$ cat src/rtl/diff_demo_pkg.sv
// Shared types and constants for the psum datapath.
package diff_demo_pkg;

  localparam int unsigned PSUM_WIDTH    = 16;
  localparam int unsigned PSUM_ROW_W    = 6 * PSUM_WIDTH;
  localparam int unsigned ROWS_PER_TILE = 3;

  typedef enum logic [1:0] {
    ARB,
    WAIT,
    SEND
  } drain_state_t;

endpackage

$ cat src/rtl/psum_drain_arbiter_if.sv
// Valid/ready psum row stream from the drain arbiter to the accumulation stage.
interface psum_drain_arbiter_if #(
  parameter int unsigned NUM_PE = 4,
  parameter int unsigned ROW_W  = diff_demo_pkg::PSUM_ROW_W
);

  localparam int unsigned SRC_W = $clog2(NUM_PE);

  logic             psum_valid;
  logic             psum_ready;
  logic [ROW_W-1:0] psum_data;
  logic [SRC_W-1:0] psum_src;
  logic [1:0]       psum_row;
  logic             psum_last;

  modport master (
    output psum_valid,
    output psum_data,
    output psum_src,
    output psum_row,
    output psum_last,
    input  psum_ready
  );

  modport slave (
    input  psum_valid,
    input  psum_data,
    input  psum_src,
    input  psum_row,
    input  psum_last,
    output psum_ready
  );

endinterface

$ cat src/rtl/rr_arbiter.sv
// Combinational round-robin arbiter: first requester at or after ptr wins.
module rr_arbiter #(
  parameter int unsigned NUM_PE = 4
) (
  input  logic [NUM_PE-1:0]         req,
  input  logic [$clog2(NUM_PE)-1:0] ptr,
  output logic [NUM_PE-1:0]         gnt,
  output logic [$clog2(NUM_PE)-1:0] gnt_idx,
  output logic                      gnt_valid
);

  localparam int unsigned IDX_W = $clog2(NUM_PE);

  int unsigned cand;

  // Walk the requesters starting at ptr, wrapping modulo NUM_PE; keep the first hit.
  always_comb begin
    gnt       = '0;
    gnt_idx   = '0;
    gnt_valid = 1'b0;
    cand      = 0;
    for (int unsigned i = 0; i < NUM_PE; i++) begin
      cand = (32'(ptr) + i) % NUM_PE;
      if (!gnt_valid && req[cand]) begin
        gnt_valid  = 1'b1;
        gnt_idx    = IDX_W'(cand);
        gnt[cand]  = 1'b1;
      end
    end
  end

endmodule

$ cat src/rtl/psum_drain_arbiter.sv
// Round-robin drain of NUM_PE psum FIFOs onto one row-serial valid/ready stream.
module psum_drain_arbiter #(
  parameter int unsigned NUM_PE     = 4,
  parameter int unsigned PSUM_WIDTH = diff_demo_pkg::PSUM_WIDTH,
  parameter int unsigned ROW_W      = 6 * PSUM_WIDTH,
  parameter int unsigned TILE_W     = 3 * ROW_W
) (
  input  logic                     clk,
  input  logic                     rst,
  input  logic                     en_i,
  input  logic [NUM_PE-1:0]        fifo_empty_i,
  input  logic [NUM_PE*TILE_W-1:0] fifo_dout_i,
  output logic [NUM_PE-1:0]        fifo_rd_en_o,
  output logic                     busy_o,
  psum_drain_arbiter_if.master     out_if
);

  import diff_demo_pkg::*;

  localparam int unsigned IDX_W = $clog2(NUM_PE);

  drain_state_t                state;
  logic [IDX_W-1:0]            rr_ptr;
  logic [IDX_W-1:0]            src_q;
  logic [1:0]                  beat;
  logic [2:0][ROW_W-1:0]       hold;
  logic                        valid_q;
  logic                        last_q;
  logic                        busy_q;

  logic [NUM_PE-1:0]           gnt;
  logic [IDX_W-1:0]            gnt_idx;
  logic                        gnt_valid;

  rr_arbiter #(.NUM_PE(NUM_PE)) u_rr_arbiter (
    .req       (~fifo_empty_i),
    .ptr       (rr_ptr),
    .gnt       (gnt),
    .gnt_idx   (gnt_idx),
    .gnt_valid (gnt_valid)
  );

  // Pop strobe is combinational so the FIFO's registered read lands in WAIT.
  assign fifo_rd_en_o = (state == ARB && en_i) ? gnt : '0;

  assign busy_o            = busy_q;
  assign out_if.psum_valid = valid_q;
  assign out_if.psum_src   = src_q;
  assign out_if.psum_row   = beat;
  assign out_if.psum_last  = last_q;

  // Row select from the held tile; row 0 is the low slice.
  always_comb begin
    case (beat)
      2'd0:    out_if.psum_data = hold[0];
      2'd1:    out_if.psum_data = hold[1];
      2'd2:    out_if.psum_data = hold[2];
      default: out_if.psum_data = '0;
    endcase
  end

  // Drain FSM: grant in ARB, capture FIFO data in WAIT, emit three rows in SEND.
  always_ff @(posedge clk) begin
    if (rst) begin
      state   <= ARB;
      rr_ptr  <= '0;
      src_q   <= '0;
      beat    <= '0;
      hold    <= '0;
      valid_q <= 1'b0;
      last_q  <= 1'b0;
      busy_q  <= 1'b0;
    end else begin
      case (state)
        ARB: begin
          if (en_i && gnt_valid) begin
            src_q  <= gnt_idx;
            rr_ptr <= (32'(gnt_idx) == NUM_PE - 1) ? '0 : gnt_idx + 1'b1;
            busy_q <= 1'b1;
            state  <= WAIT;
          end
        end
        WAIT: begin
          hold    <= fifo_dout_i[32'(src_q)*TILE_W +: TILE_W];
          beat    <= '0;
          last_q  <= 1'b0;
          valid_q <= 1'b1;
          state   <= SEND;
        end
        SEND: begin
          if (out_if.psum_ready) begin
            if (beat != 2'd2) begin
              beat   <= beat + 2'd1;
              last_q <= (beat == 2'd1);
            end else begin
              beat    <= '0;
              last_q  <= 1'b0;
              valid_q <= 1'b0;
              busy_q  <= 1'b0;
              state   <= ARB;
            end
          end
        end
        default: state <= ARB;
      endcase
    end
  end

endmodule

$ cat src/flat_wrapper.sv
// flat-port wrapper written by rule: the top's interface ports become plain ports
module psum_drain_arbiter_flat import diff_demo_pkg::*;
#(
  parameter int unsigned NUM_PE     = 4,
  parameter int unsigned PSUM_WIDTH = diff_demo_pkg::PSUM_WIDTH,
  parameter int unsigned ROW_W      = 6 * PSUM_WIDTH,
  parameter int unsigned TILE_W     = 3 * ROW_W
)
  (clk, rst, en_i, fifo_empty_i, fifo_dout_i, fifo_rd_en_o, busy_o, out_if_psum_valid, out_if_psum_data, out_if_psum_src, out_if_psum_row, out_if_psum_last, out_if_psum_ready);
  psum_drain_arbiter_if #(.NUM_PE(NUM_PE), .ROW_W(ROW_W)) out_if_i ();
  input  logic clk;
  input  logic rst;
  input  logic en_i;
  input  logic [NUM_PE-1:0] fifo_empty_i;
  input  logic [NUM_PE*TILE_W-1:0] fifo_dout_i;
  output logic [NUM_PE-1:0] fifo_rd_en_o;
  output logic busy_o;
  output wire logic [$bits(out_if_i.psum_valid)-1:0] out_if_psum_valid;
  output wire logic [$bits(out_if_i.psum_data)-1:0] out_if_psum_data;
  output wire logic [$bits(out_if_i.psum_src)-1:0] out_if_psum_src;
  output wire logic [$bits(out_if_i.psum_row)-1:0] out_if_psum_row;
  output wire logic [$bits(out_if_i.psum_last)-1:0] out_if_psum_last;
  input wire logic [$bits(out_if_i.psum_ready)-1:0] out_if_psum_ready;
  assign out_if_psum_valid = out_if_i.psum_valid;
  assign out_if_psum_data = out_if_i.psum_data;
  assign out_if_psum_src = out_if_i.psum_src;
  assign out_if_psum_row = out_if_i.psum_row;
  assign out_if_psum_last = out_if_i.psum_last;
  assign out_if_i.psum_ready = out_if_psum_ready;
  psum_drain_arbiter #(.NUM_PE(NUM_PE), .PSUM_WIDTH(PSUM_WIDTH), .ROW_W(ROW_W), .TILE_W(TILE_W)) u_core (.clk(clk), .rst(rst), .en_i(en_i), .fifo_empty_i(fifo_empty_i), .fifo_dout_i(fifo_dout_i), .fifo_rd_en_o(fifo_rd_en_o), .busy_o(busy_o), .out_if(out_if_i));
endmodule
$ cat config.mk
export PLATFORM = sky130hd
export DESIGN_NAME = psum_drain_arbiter_flat
export DESIGN_NICKNAME = d
export VERILOG_FILES = /design/src/rtl/diff_demo_pkg.sv /design/src/rtl/psum_drain_arbiter_if.sv /design/src/rtl/rr_arbiter.sv /design/src/rtl/psum_drain_arbiter.sv /design/src/flat_wrapper.sv
export SDC_FILE = /design/constraint.sdc
export NUM_CORES = 1
export LEC_CHECK = 0
export ABC_CLOCK_PERIOD_IN_PS = 2430
export BUFFER_PORTS_ARGS = -buffer_cell sky130_fd_sc_hd__buf_2
export CAP_MARGIN = 20
export CORE_AREA = 2 2 492 494
export CTS_BUF_LIST = sky130_fd_sc_hd__clkbuf_4
export CTS_CLUSTER_DIAMETER = 200
export DETAILED_ROUTE_END_ITERATION = 12
export DIE_AREA = 0 0 494 496
export GPL_TIMING_DRIVEN = 0
export SYNTH_ARGS = -nofsm -noshare
export SYNTH_HDL_FRONTEND = slang
export SYNTH_SLANG_ARGS = --single-unit
$ cat constraint.sdc
create_clock -name clk -period 2.43 [get_ports clk]
set_input_delay 0.486 -clock clk [delete_from_list [all_inputs] [get_ports clk]]
set_output_delay 0.486 -clock clk [all_outputs]
set_load 0.02 [all_outputs]
==> summary.txt <==
Synth
  • Warnings from Yosys: 0
  • Syn avg cell area: 9.53 um2
  • Mapped Nets: 3213
  • Library cells used by synthesis: 41
  • Yosys top cell by area: mux4_2
  • Sequential-to-total area share from yosys stat: 30.6%
  • Post-Syn Area: 19500 um2
  • Synth top area cells: mux4_2 33%, dfxtp_1 31%, nand2_1 13%, a21oi_1 7.6%, mux2i_1 5.3%
  • Post-Syn Instances: 2046
  • Yosys top cell area share: 33.4%
  • FF+latch count, synth: 298

Critical path
  • Worst Path Max Fanout: 6
  • Worst setup path category: reg -> out
  • FF-to-FF End: u_core.rr_ptr[1]
  • Setup crit end: fifo_rd_en_o[2]
  • Worst R2R Path Depth: 11
  • Startpoint Class: register
  • CP endpoint kind: output pin
  • Worst EP required: 1.94 ns
  • CP Data Arrival Time: 3.13 ns
  • Reg-to-reg setup timing slack: -0.05 ns

STA
  • Max_slew headroom: 38.6%
  • Fmax: 0.277 GHz
  • Setup violations, final: 101
  • Fin Hold WS: 0.137 ns
  • Minimum clock period: 3.62 ns
  • Worst Skew: 0.0839 ns
  • Setup TNS: -64.83 ns
  • Final hold violation count: 0
  • Slew @ Worst Pin: 0.922 ns
  • RSZ-0062 raised after global routing: yes
  • Worst setup margin: -1.19 ns
  • Final Cycle Share: 149%
  • Max-slew violation count: 0

Clocking
  • Num CTS Buffers: 89
  • Clock Latency Late Sink: 1.04 ns
  • CTS root buffer: clkbuf_4
  • Reg clk slew, reported paths: 0.07 ns
  • Clock sink total: 298
  • CTS tree: done
  • H-tree lvl count: 3
  • Worst-case clock buffer depth: 3

Route
  • Final ANT Viol Nets: 0
  • Routed len/inst: 33.6 um
  • DR vias/cell: 3.97
  • Pre-antenna DRT Iters: 6
  • Via Count: 32000
  • 1st-iter DRT viols: 3628
  • Final WL: 271000 um
  • Residual DRC: 0

Floorplanning
  • # IOs: 1267
  • Row count: 180
  • Die W: 494 um
  • Die area: 245000 um2
  • Overall die height: 496 um
  • Initial Util: 8.14%
  • Core area: 240000 um2

Placed design
  • Setup WS pre-CTS: -1.68 ns
  • GP Congestion: 1.01
  • I/O Buffers: 1264
  • DP Wirelength: 234000 um

Global route
  • Total GRT Usage: 21.0%
  • Global-route wire length before repair: 330000 um
  • Largest net degree at the start of global routing: 17
  • Vias in the first global route: 31200
  • Initial antenna violation count: 374
  • GRT overflow: 0

Pwr
  • Final Power: 0.0226 W
  • Max VDD drop: 0.278 mV
  • Pleak: 18.0 nW
  • Pwr dens: 480 nW/um2

Layout
  • FF+latch area: 5980 um2
  • Fill count: 26300
  • # nets final: 5790
  • Area of the multi-input gates: 14300 um2
  • Most common cell after layout, fill and taps aside: buf_2
  • Most frequent cells in the layout: 1187 x buf_2, 1130 x dlygate4sd3_1, 660 x nand2_1
  • Syn-to-layout area delta: 141%
  • Share of cells above drive strength 1: 44.7%

Run status
  • Failing checks: negative setup slack
  • Status: complete, but fails checks

Hold path
  • Hold Path Stages: 4
  • HP Class: in -> reg

Flow run
  • Max-cap viol count: 0
[registers in the layout, summed over array words and instances (netlist names), named ones only]
name                      count
u_core.busy_o                 1
u_core.hold                 288
u_core.out_if.psum_row        2
u_core.out_if.psum_src        2
u_core.out_if.psum_valid      1
u_core.rr_ptr                 1
u_core.state                  2
[per-stage QoR]
stage | instances | util, % | instance area [um2]
floorplan | 2046 | - | 19600
global placement | 6495 | 12.5 | 29900
detailed placement | 6511 | 12.6 | 30200
CTS | 7870 | 19.2 | 46000
global route | 7979 | 19.5 | 46800
finish | 8072 | 19.6 | 47100
[kinds of logic after synthesis]
logic type / after synthesis / share of synthesized area [%]
simple gates: 715 / 14.1
compound gates: 414 / 11.5
flops: 298 / 30.6
mux: 394 / 38.8
fa+ha+maj: 7 / 0.449
xor+xnor: 2 / 0.0898
buf+inv: 216 / 4.57
[Yosys cell counts, drive strengths merged]
library cell and count:
mux2 1, o22a 2, a22o 5, nand3 4, nand2 682, o21ai 22
clkbuf 155, o22ai 75, ha 7, a21oi 296, o211ai 1, nand4bb 1
mux4 289, nor3 3, o21bai 1, o32ai 1, a41o 1, a221oi 1
o221ai 1, o21a 1, xor2 1, inv 6, a31oi 3, or2b 1
o32a 2, xnor2 1, and2 1, buf 55, nor3b 2, o31a 1
nor2b 4, mux2i 104, nand2b 4, and3b 1, dfxtp 298, a211oi 1
nor2 12
[final cells by class]
cell class | count | area share, %
Buffer | 197 | 2.98
Timing Repair Buffer | 2499 | 41.9
Tap cell | 3185 | 8.47
Antenna cell | 193 | 1.03
Clock inverter | 36 | 0.364
Sequential cell | 298 | 12.7
Clock buffer | 126 | 2.01
Multi-Input combinational cell | 1532 | 30.4
Inverter | 6 | 0.0558
[critical path: stages, from the launching register on]
cell and delay [ns]:
dfxtp_4 0.35, buf_6 0.10, clkinvlp_4 0.11, ha_4 0.27, mux2i_4 0.19, mux2_4 0.33, a21oi_4 0.18, a22o_1 0.15
mux2i_1 0.08, a21oi_2 0.19, buf_6 0.15
[how the worst min path moves through the flow]
stage | from | end | slack (ns)
2_1_floorplan | u_core.hold[0] | u_core.hold[0] | 0.44
3_3_place_gp | u_core.hold[160] | u_core.hold[160] | 0.44
3_5_place_dp | u_core.hold[116] | u_core.hold[116] | 0.45
4_1_cts | fifo_empty_i[2] | register | -0.03
5_1_grt | fifo_dout_i[687] | u_core.hold[111] | 0.003
6_report | fifo_dout_i[687] | u_core.hold[111] | 0.14
[what timing repair did]
action	4_1_cts	5_1_grt
gates cloned	7	3
resized for setup	614	164
endpoints found under the setup margin	394	163
setup buffers	63	19
hold buffers	1130	0
endpoints found under the hold margin	295	0
pin swaps	23	30
[routing by layer]
layer	up-vias	part of all wire, %	track usage (%)
met5	-	0.57	0
met4	220	4.9	8.58
met3	906	13	10.4
met2	2846	44	33.0
met1	15000	38	24.3
li1	13000	-	-
[report_power, final]
group / switching [W] / total [W] / internal, W
Sequential: 0.000364 / 0.00564 / 0.00528
Combinational: 0.00597 / 0.0116 / 0.00565
Clock: 0.00291 / 0.00533 / 0.00241
Note: power is estimated with default switching activity, not from simulation.
